## config.mk

```make
export PLATFORM = sky130hd
export DESIGN_NAME = ddr_read_port
export DESIGN_NICKNAME = d
export VERILOG_FILES = /design/src/rtl/ddr_read_port.sv
export SDC_FILE = /design/constraint.sdc
export NUM_CORES = 1
export LEC_CHECK = 0
export ABC_AREA = 1
export BUFFER_PORTS_ARGS = -buffer_cell sky130_fd_sc_hd__buf_2
export CELL_PAD_IN_SITES_DETAIL_PLACEMENT = 0
export CELL_PAD_IN_SITES_GLOBAL_PLACEMENT = 1
export CORE_UTILIZATION = 44
export DETAILED_ROUTE_END_ITERATION = 7
export MAX_ROUTING_LAYER = met4
export PLACE_DENSITY_LB_ADDON = 0.1
export SLEW_MARGIN = 20
export SYNTH_ARGS = -nofsm -noshare
export SYNTH_HDL_FRONTEND = slang
export SYNTH_SLANG_ARGS = --single-unit
export TNS_END_PERCENT = 5
```

## constraint.sdc

```tcl
create_clock -name sys_clk -period 3.4 [get_ports sys_clk]
set_clock_uncertainty 0.15 [all_clocks]
set_input_delay 0.34 -clock sys_clk [delete_from_list [all_inputs] [get_ports sys_clk]]
set_output_delay 0.34 -clock sys_clk [all_outputs]
set_load 0.05 [all_outputs]
```

## src/rtl/ddr_read_port.sv

```systemverilog
// Read-side client for the shared local bus: issues credit-limited pipelined reads of a
// contiguous word run and streams the returned words out through a show-ahead FIFO.
module ddr_read_port #(
  parameter int ADDR_W     = 32,
  parameter int DATA_W     = 32,
  parameter int LEN_W      = 16,
  parameter int FIFO_DEPTH = 16
) (
  input  logic              sys_clk,
  input  logic              sys_rst,
  input  logic              cmd_start,
  input  logic [ADDR_W-1:0] cmd_addr,
  input  logic [LEN_W-1:0]  cmd_len,
  output logic              cmd_busy,
  output logic              cmd_done,
  output logic [ADDR_W-1:0] local_addr,
  output logic              local_read_req,
  input  logic              local_ready,
  input  logic [DATA_W-1:0] local_rdata,
  input  logic              local_rdata_valid,
  output logic [DATA_W-1:0] out_data,
  output logic              out_valid,
  input  logic              out_ready,
  output logic              ovf_err
);
  localparam int PTR_W = $clog2(FIFO_DEPTH);
  localparam int CNT_W = PTR_W + 1;
  localparam logic [CNT_W-1:0] FULL_CNT = CNT_W'(FIFO_DEPTH);

  typedef enum logic [1:0] {S_IDLE, S_ISSUE, S_DRAIN, S_DONE} state_t;

  state_t            state_reg, state_next;
  logic [ADDR_W-1:0] addr_reg;
  logic [LEN_W-1:0]  issue_cnt_reg, rx_cnt_reg;
  logic [CNT_W-1:0]  inflight_reg, fifo_count_reg;
  logic [PTR_W-1:0]  wr_ptr_reg, rd_ptr_reg;
  logic [DATA_W-1:0] fifo_mem [FIFO_DEPTH];

  logic             start_ok, credit_ok, accept, pop, beat_ok;
  logic             fifo_empty, fifo_full, drained;
  logic [CNT_W:0]   credit_sum;

  assign start_ok   = cmd_start && (state_reg == S_IDLE || state_reg == S_DONE);
  assign fifo_empty = (fifo_count_reg == '0);
  assign fifo_full  = (fifo_count_reg == FULL_CNT);
  assign pop        = !fifo_empty && out_ready;
  // Words on the bus plus words buffered must always fit, so no returned beat is ever dropped.
  assign credit_sum = {1'b0, inflight_reg} + {1'b0, fifo_count_reg} + (CNT_W+1)'(1);
  assign credit_ok  = credit_sum < {1'b0, FULL_CNT};
  assign accept     = local_read_req && local_ready;
  assign beat_ok    = local_rdata_valid && cmd_busy && (rx_cnt_reg != '0) &&
                      (inflight_reg != '0) && (!fifo_full || pop);
  // Leave DRAIN in the same cycle the final word is popped.
  assign drained    = (rx_cnt_reg == '0) &&
                      (fifo_empty || (fifo_count_reg == CNT_W'(1) && pop));

  assign local_addr = addr_reg;
  assign out_valid  = !fifo_empty;
  assign out_data   = fifo_empty ? '0 : fifo_mem[rd_ptr_reg];

  always_ff @(posedge sys_clk or posedge sys_rst) begin
    if (sys_rst) state_reg <= S_IDLE;
    else         state_reg <= state_next;
  end

  always_comb begin
    state_next = state_reg;
    case (state_reg)
      S_IDLE, S_DONE: begin
        state_next = S_IDLE;
        if (start_ok) state_next = (cmd_len == '0) ? S_DONE : S_ISSUE;
      end
      S_ISSUE: if (accept && issue_cnt_reg == LEN_W'(1)) state_next = S_DRAIN;
      S_DRAIN: if (drained) state_next = S_DONE;
      default: state_next = S_IDLE;
    endcase
  end

  always_comb begin
    cmd_busy       = 1'b0;
    cmd_done       = 1'b0;
    local_read_req = 1'b0;
    case (state_reg)
      S_ISSUE: begin
        cmd_busy       = 1'b1;
        local_read_req = (issue_cnt_reg != '0) && credit_ok;
      end
      S_DRAIN: cmd_busy = 1'b1;
      S_DONE:  cmd_done = 1'b1;
      default: ;
    endcase
  end

  always_ff @(posedge sys_clk or posedge sys_rst) begin
    if (sys_rst) begin
      addr_reg       <= '0;
      issue_cnt_reg  <= '0;
      rx_cnt_reg     <= '0;
      inflight_reg   <= '0;
      fifo_count_reg <= '0;
      wr_ptr_reg     <= '0;
      rd_ptr_reg     <= '0;
      ovf_err        <= 1'b0;
    end else begin
      if (start_ok && cmd_len != '0) begin
        addr_reg      <= cmd_addr;
        issue_cnt_reg <= cmd_len;
        rx_cnt_reg    <= cmd_len;
      end else begin
        if (accept) begin
          addr_reg      <= addr_reg + ADDR_W'(1);
          issue_cnt_reg <= issue_cnt_reg - LEN_W'(1);
        end
        if (beat_ok) rx_cnt_reg <= rx_cnt_reg - LEN_W'(1);
      end

      case ({accept, beat_ok})
        2'b10:   inflight_reg <= inflight_reg + CNT_W'(1);
        2'b01:   inflight_reg <= inflight_reg - CNT_W'(1);
        default: ;
      endcase

      case ({beat_ok, pop})
        2'b10:   fifo_count_reg <= fifo_count_reg + CNT_W'(1);
        2'b01:   fifo_count_reg <= fifo_count_reg - CNT_W'(1);
        default: ;
      endcase

      if (beat_ok) wr_ptr_reg <= wr_ptr_reg + PTR_W'(1);
      if (pop)     rd_ptr_reg <= rd_ptr_reg + PTR_W'(1);
      if (local_rdata_valid && !beat_ok) ovf_err <= 1'b1;
    end
  end

  always_ff @(posedge sys_clk) begin
    if (beat_ok) fifo_mem[wr_ptr_reg] <= local_rdata;
  end

endmodule

```

==> impl_metrics.py, run 1 <==
metrics = {
    "outcome": {
        "status": "complete, no violations",
    },
    "worst_setup_path": {
        "worst-setup-path-type": "flip-flop to output port",
        "regToRegStartpoint": "rx_cnt_reg[0]",
        "critPathLaunch": "rd_ptr_reg[0]",
        "cp.arrival_ps": 2820,
        "setup.worst_path.start_class": "flip-flop",
        "cp-end-kind": "output port",
        "r2r-end": "inflight_reg[4]",
        "required_ps": 2910,
        "r2r_setup_slack_ps": 370,
        "critPathMaxFanout": 61,
        "critPathCapture": "out_data[22]",
        "reg2reg_depth": 14,
    },
    "clock_tree": {
        "cts_tree": "done",
        "clk_pin_slew_worst_paths_ps": 50,
        "cts-root-buf": "clkbuf_16",
        "cts.sinks": 597,
        "cts_buffers": 67,
        "clk_latency_ps": 580,
        "clockBufferDepth": 3,
        "htreeDepth": 3,
    },
    "sta": {
        "final-hold-violation-count": 0,
        "setup_tns_ps": 0,
        "fin_hold_ws_ps": 24.7,
        "worstMarginPinSlew_ps": 867,
        "setup_viol": 0,
        "maxSlewViolCount": 0,
        "rsz0062_at_grt": "true",
        "fin_crit_sh_pct": 97.3,
        "max_freq_ghz": 0.302,
        "relSlewSlack_pct": 42.2,
        "period_needed_ps": 3310,
        "worst_slack_ps": 90.6,
    },
    "worst_hold_path": {
        "hold_depth": 1,
        "hp-class": "primary input to flip-flop",
    },
    "detailed_routing": {
        "drt_first_pass_iters": 5,
        "ant_nets": 0,
        "drt_wl_total_mm": 71.4,
        "drt_iter0_drc": 1330,
        "wl_per_cell_um": 21.0,
        "drc": 0,
        "via_per_inst": 5.48,
        "vias": 18634,
    },
    "layout": {
        "regMostFlops": "fifo_mem",
        "design_area_um2": 31000,
        "drive_above_1_share_pct": 13.9,
        "syn_to_final_growth_pct": 18.6,
        "largest_reg_flops": 512,
        "nets": 2698,
        "final_util_pct": 53.2,
    },
    "die": {
        "ios": 155,
        "rows": 88,
        "die_w_um": 246,
        "die_h_um": 246,
        "dieArea_um2": 60400,
        "start_util_pct": 44.9,
        "core-area_um2": 58200,
    },
    "logic_synthesis": {
        "yosysWarnings": 0,
        "synth-seq-area-share_pct": 66.9,
        "synth-xor-area-share_pct": 1.24,
        "syn-num-nets": 2462,
        "netlist-cell-type-count": 42,
        "postSynthCellCount": 2350,
        "syn-mean-instance-area_um2": 11.1,
        "synth_area_um2": 26100,
        "synth-simple-area-share_pct": 14.4,
        "synthMuxAreaShare_pct": 0,
        "synth-compound-area-share_pct": 11.8,
        "synth-seq-cells": 597,
        "synth_adder_area_share_pct": 1.27,
        "synth_top_family_by_area": "simple AND/OR/NAND/NOR gates",
    },
    "job": {
        "cap_violations": 0,
    },
    "grt": {
        "grt_max_degree": 112,
        "grt_first_pass_wirelength_mm": 109,
        "antenna_found_initial": 1,
        "overflow": 0,
        "track_usage_pct": 24.5,
        "grt_pass1_vias": 18272,
    },
    "placement": {
        "port_buffers": 154,
        "placed_area_um2": 28100,
        "dp_hpwl_mm": 41.7,
        "dp_worst_setup_slack_ps": 353,
        "gp_congestion": 0.833,
    },
    "pwr": {
        "power_leakage_uw": 0.0114,
        "power.density_nw_per_um2": 919,
        "ir_drop_uv": 682,
    },
}
## cells in the final DEF, fill, tap and decap left out, types with 11 or more instances in the layout
cell type / n
edfxtp_1: 512
nand2_1: 361
nor2_1: 343
o21ai_0: 298
buf_2: 148
nand3_1: 144
inv_1: 110
o221ai_1: 102
dfrtp_1: 82
dlygate4sd3_1: 78
clkbuf_16: 70
a21oi_1: 58
buf_4: 55
xor2_1: 29
ha_1: 25
clkbuf_1: 22
nor3_1: 20
nor2_4: 19
buf_12: 18
o22ai_1: 17
o21ai_2: 15
nand3b_1: 13
o211ai_1: 11
## report_power, final
group	internal, uW	switching, uW	leakage [uW]
clock network	4000	2790	0.000988
logic	3570	8600	0.00478
registers	8840	678	0.00567
total	16400	12100	0.0114
## critical path: stages (launching register included)
cell and delay [ps]:
dfrtp_4 550, inv_6 200, buf_12 280, buf_4 190, o21ai_0 80, o221ai_1 200, nand3_1 110, a21oi_1 270
clkbuf_4 300
## area by class of cell
| cell class | instances | area [um2] |
|---|---|---|
| Sequential cell | 597 | 17500 |
| Clock buffer | 93 | 1840 |
| Tap cell | 765 | 957 |
| Multi-Input combinational cell | 1498 | 7650 |
| Fill cell | 5112 | 27200 |
| Antenna cell | 1 | 2.50 |
| Clock inverter | 24 | 200 |
| Timing Repair Buffer | 305 | 2380 |
| Inverter | 117 | 455 |
## cells in the mapped netlist, drive strengths merged
library cell,number,area share (%)
a21o,2,0.057
a21oi,61,1.2
a31oi,1,0.024
and2,2,0.057
and3,1,0.024
buf,67,1.6
clkbuf,71,1.0
clkinv,2,0.029
dfrtp,85,8.1
edfxtp,512,59
fa,1,0.077
ha,25,1.2
inv,115,1.7
nand2,365,5.3
nand3,144,2.8
nand3b,13,0.37
nand4,8,0.19
nor2,363,5.3
nor3,20,0.38
nor3b,1,0.029
nor4,1,0.024
o211ai,11,0.32
o21ai,322,6.4
o21bai,1,0.029
o221ai,102,3.4
o22ai,17,0.41
xnor2,8,0.27
xor2,29,0.97
## per-layer routing
layer / up-vias / wire length, um / track usage, %
li1: 8858 / - / -
met1: 9163 / 31600 / 32.1
met2: 501 / 34800 / 39.8
met3: 112 / 3250 / 3.55
met4: 0 / 1710 / 7.11
met5: - / 0 / -
## cells by family after synthesis
family / Yosys count
AOI/OAI and AO/OA: 517
xor gates and xnor gates: 37
adders and majority gates: 26
buffers and inverters: 255
DFF: 597
and+or+nand+nor: 918
## how the worst min path moves through the flow
stage	slack [ps]	to	startpoint
after detailed placement	290	inflight_reg[1]	sys_rst
after global placement	280	inflight_reg[0]	sys_rst
after CTS	0.3	fifo_mem[11][10]	local_rdata[10]
final	20	fifo_mem[7][10]	local_rdata[10]
after global routing	10	fifo_mem[14][10]	local_rdata[10]
after floorplan	290	fifo_mem[0][0]	local_rdata[0]
## what timing repair did
item | in CTS | in global routing
gates cloned | 0 | 1
gates resized for setup | 0 | 8
buffers inserted | 1 | 0
hold buffers | 78 | 0
setup endpoints to repair | 7 | 12
endpoints found under the hold margin | 557 | 0
## metrics by stage
stage | power, uW | cells
after floorplan | 18000 | 2350
after global placement | 21600 | 3202
after detailed placement | 21700 | 3202
after CTS | 28600 | 3398
after global routing | 30100 | 3400
final | 28500 | 3400
Power figures use the tool's default switching activity.
==> run 2, diff against run 1 <==
Settings changed: HOLD_SLACK_MARGIN set to 0.03.
==> run 2 against run 1 <==
- cell count about the same
- fmax about the same
- register-to-register slack about the same
- count of clock-buffer cells in the layout unchanged
- critical endpoint unchanged
==> impl_metrics.py, run 2 (same netlist as run 1, synthesis figures left out) <==
metrics = {
    "job": {
        "cap_violations": 0,
    },
    "worst_setup_path": {
        "setup.worst_path.start_class": "flip-flop",
        "required_ps": 2910,
        "cp-end-kind": "output port",
        "cp.arrival_ps": 2820,
        "r2r-end": "inflight_reg[4]",
        "critPathLaunch": "rd_ptr_reg[0]",
        "critPathCapture": "out_data[22]",
        "worst-setup-path-type": "flip-flop to output port",
        "reg2reg_depth": 14,
        "regToRegStartpoint": "rx_cnt_reg[0]",
        "r2r_setup_slack_ps": 370,
        "critPathMaxFanout": 61,
    },
    "pwr": {
        "p_comb_share_pct": 42.7,
        "power.density_nw_per_um2": 918,
        "pwr-share-clk_pct": 23.9,
        "ir_drop_uv": 682,
        "netSwitchingFraction_pct": 42.4,
        "power_switching_uw": 12100,
        "power_leakage_uw": 0.0115,
        "p_int_uw": 16400,
        "finalPower_uw": 28500,
        "p_seq_share_pct": 33.4,
    },
    "clock_tree": {
        "htreeDepth": 3,
        "clk_pin_slew_worst_paths_ps": 60,
        "cts_tree": "done",
        "clockBufferDepth": 3,
        "clk_latency_ps": 580,
        "cts_buffers": 67,
        "cts-root-buf": "clkbuf_16",
        "cts.sinks": 597,
    },
    "grt": {
        "track_usage_pct": 24.5,
        "antenna_found_initial": 1,
        "grt_pass1_vias": 18271,
        "grt_first_pass_wirelength_mm": 109,
        "overflow": 0,
        "grt_max_degree": 112,
    },
    "die": {
        "ios": 155,
        "start_util_pct": 44.9,
        "dieArea_um2": 60400,
        "die_w_um": 246,
        "core-area_um2": 58200,
        "rows": 88,
        "die_h_um": 246,
    },
    "outcome": {
        "status": "complete, no violations",
    },
    "worst_hold_path": {
        "hp-class": "primary input to flip-flop",
        "hold_start": "cmd_len[12]",
    },
    "detailed_routing": {
        "drt_first_pass_iters": 5,
        "ant_nets": 0,
        "wl_per_cell_um": 21.0,
        "via_per_inst": 5.46,
        "vias": 18568,
        "drt_iter0_drc": 1372,
        "drt_wl_total_mm": 71.3,
        "drc": 0,
    },
    "layout": {
        "multi_input_area_um2": 7650,
        "layout_commonest_cell": "edfxtp_1",
        "final-seq-area_um2": 17500,
        "layout_common_cells": "edfxtp_1 (512), nand2_1 (361), nor2_1 (343)",
        "regMostFlops": "fifo_mem",
        "syn_to_final_growth_pct": 18.7,
        "drive_above_1_share_pct": 13.8,
        "largest_reg_flops": 512,
        "n_fill_cell": 5112,
        "nets": 2701,
        "final_util_pct": 53.3,
    },
    "sta": {
        "fin_crit_sh_pct": 97.3,
        "max_freq_ghz": 0.302,
        "rsz0062_at_grt": "true",
        "final-hold-violation-count": 0,
        "setup_tns_ps": 0,
        "worst_slack_ps": 92.7,
        "period_needed_ps": 3310,
        "relSlewSlack_pct": 42.9,
        "setup_viol": 0,
        "worstMarginPinSlew_ps": 856,
        "maxSlewViolCount": 0,
    },
    "placement": {
        "dp_hpwl_mm": 41.7,
        "gp_congestion": 0.833,
        "dp_worst_setup_slack_ps": 353,
        "port_buffers": 154,
    },
}
## run 2: power by group through the flow
stage | clock network [uW] | registers [uW] | logic [uW]
2_1_floorplan | 0 | 9930 | 8040
3_5_place_dp | 0 | 9680 | 12000
3_3_place_gp | 0 | 9660 | 12000
6_report | 6800 | 9520 | 12200
5_1_grt | 7210 | 9620 | 13300
4_1_cts | 6920 | 9520 | 12200
## run 2: cell type report
type,count,area share (%)
sequential,597,56.4
multi-input combinational,1498,24.7
timing repair buffer,308,7.78
clock buffer,93,5.92
tap,765,3.08
inverter,117,1.47
clock inverter,24,0.645
antenna,1,0.00806
## run 2: how the worst min path moves through the flow
stage                                 end  slack [ps]  cells after the start
after floorplan            fifo_mem[0][0]         290                      0
after global placement    inflight_reg[0]         280                      2
after detailed placement  inflight_reg[1]         290                      2
after CTS                  rx_cnt_reg[12]          40                      5
after global routing       rx_cnt_reg[12]          80                      5
final                      rx_cnt_reg[12]          70                      5
## run 2: per-stage QoR
step | instance area [um2] | cells | hold slack (ps)
after floorplan | 26100 | 2350 | 289
after global placement | 28100 | 3202 | 282
after detailed placement | 28100 | 3202 | 290
after CTS | 31000 | 3401 | 37.3
after global routing | 31000 | 3403 | 77.7
final | 31000 | 3403 | 66.2
## run 2: what timing repair did
action | CTS | global route
hold endpoints to repair | 603 | 0
hold buffers | 81 | 0
buffers inserted | 1 | 0
gates resized for setup | 0 | 8
cloned | 0 | 1
setup endpoints to repair | 7 | 12
## run 2: worst max-delay path: stages, from the launching register on
cell and delay, ps:
dfrtp_4 550, inv_6 190, buf_12 280, buf_4 200, o21ai_0 80, o221ai_1 200
nand3_1 100, a21oi_1 270, clkbuf_4 300
## run 2: routing by layer
metal,routed length (um),global-route usage (%),part of all wire [%],vias up
met4,1720,7.11,2.4,0
met2,34900,39.8,49,478
met5,0,-,0,-
met1,31300,32.1,44,9117
met3,3420,3.55,4.8,111
li1,-,-,-,8862
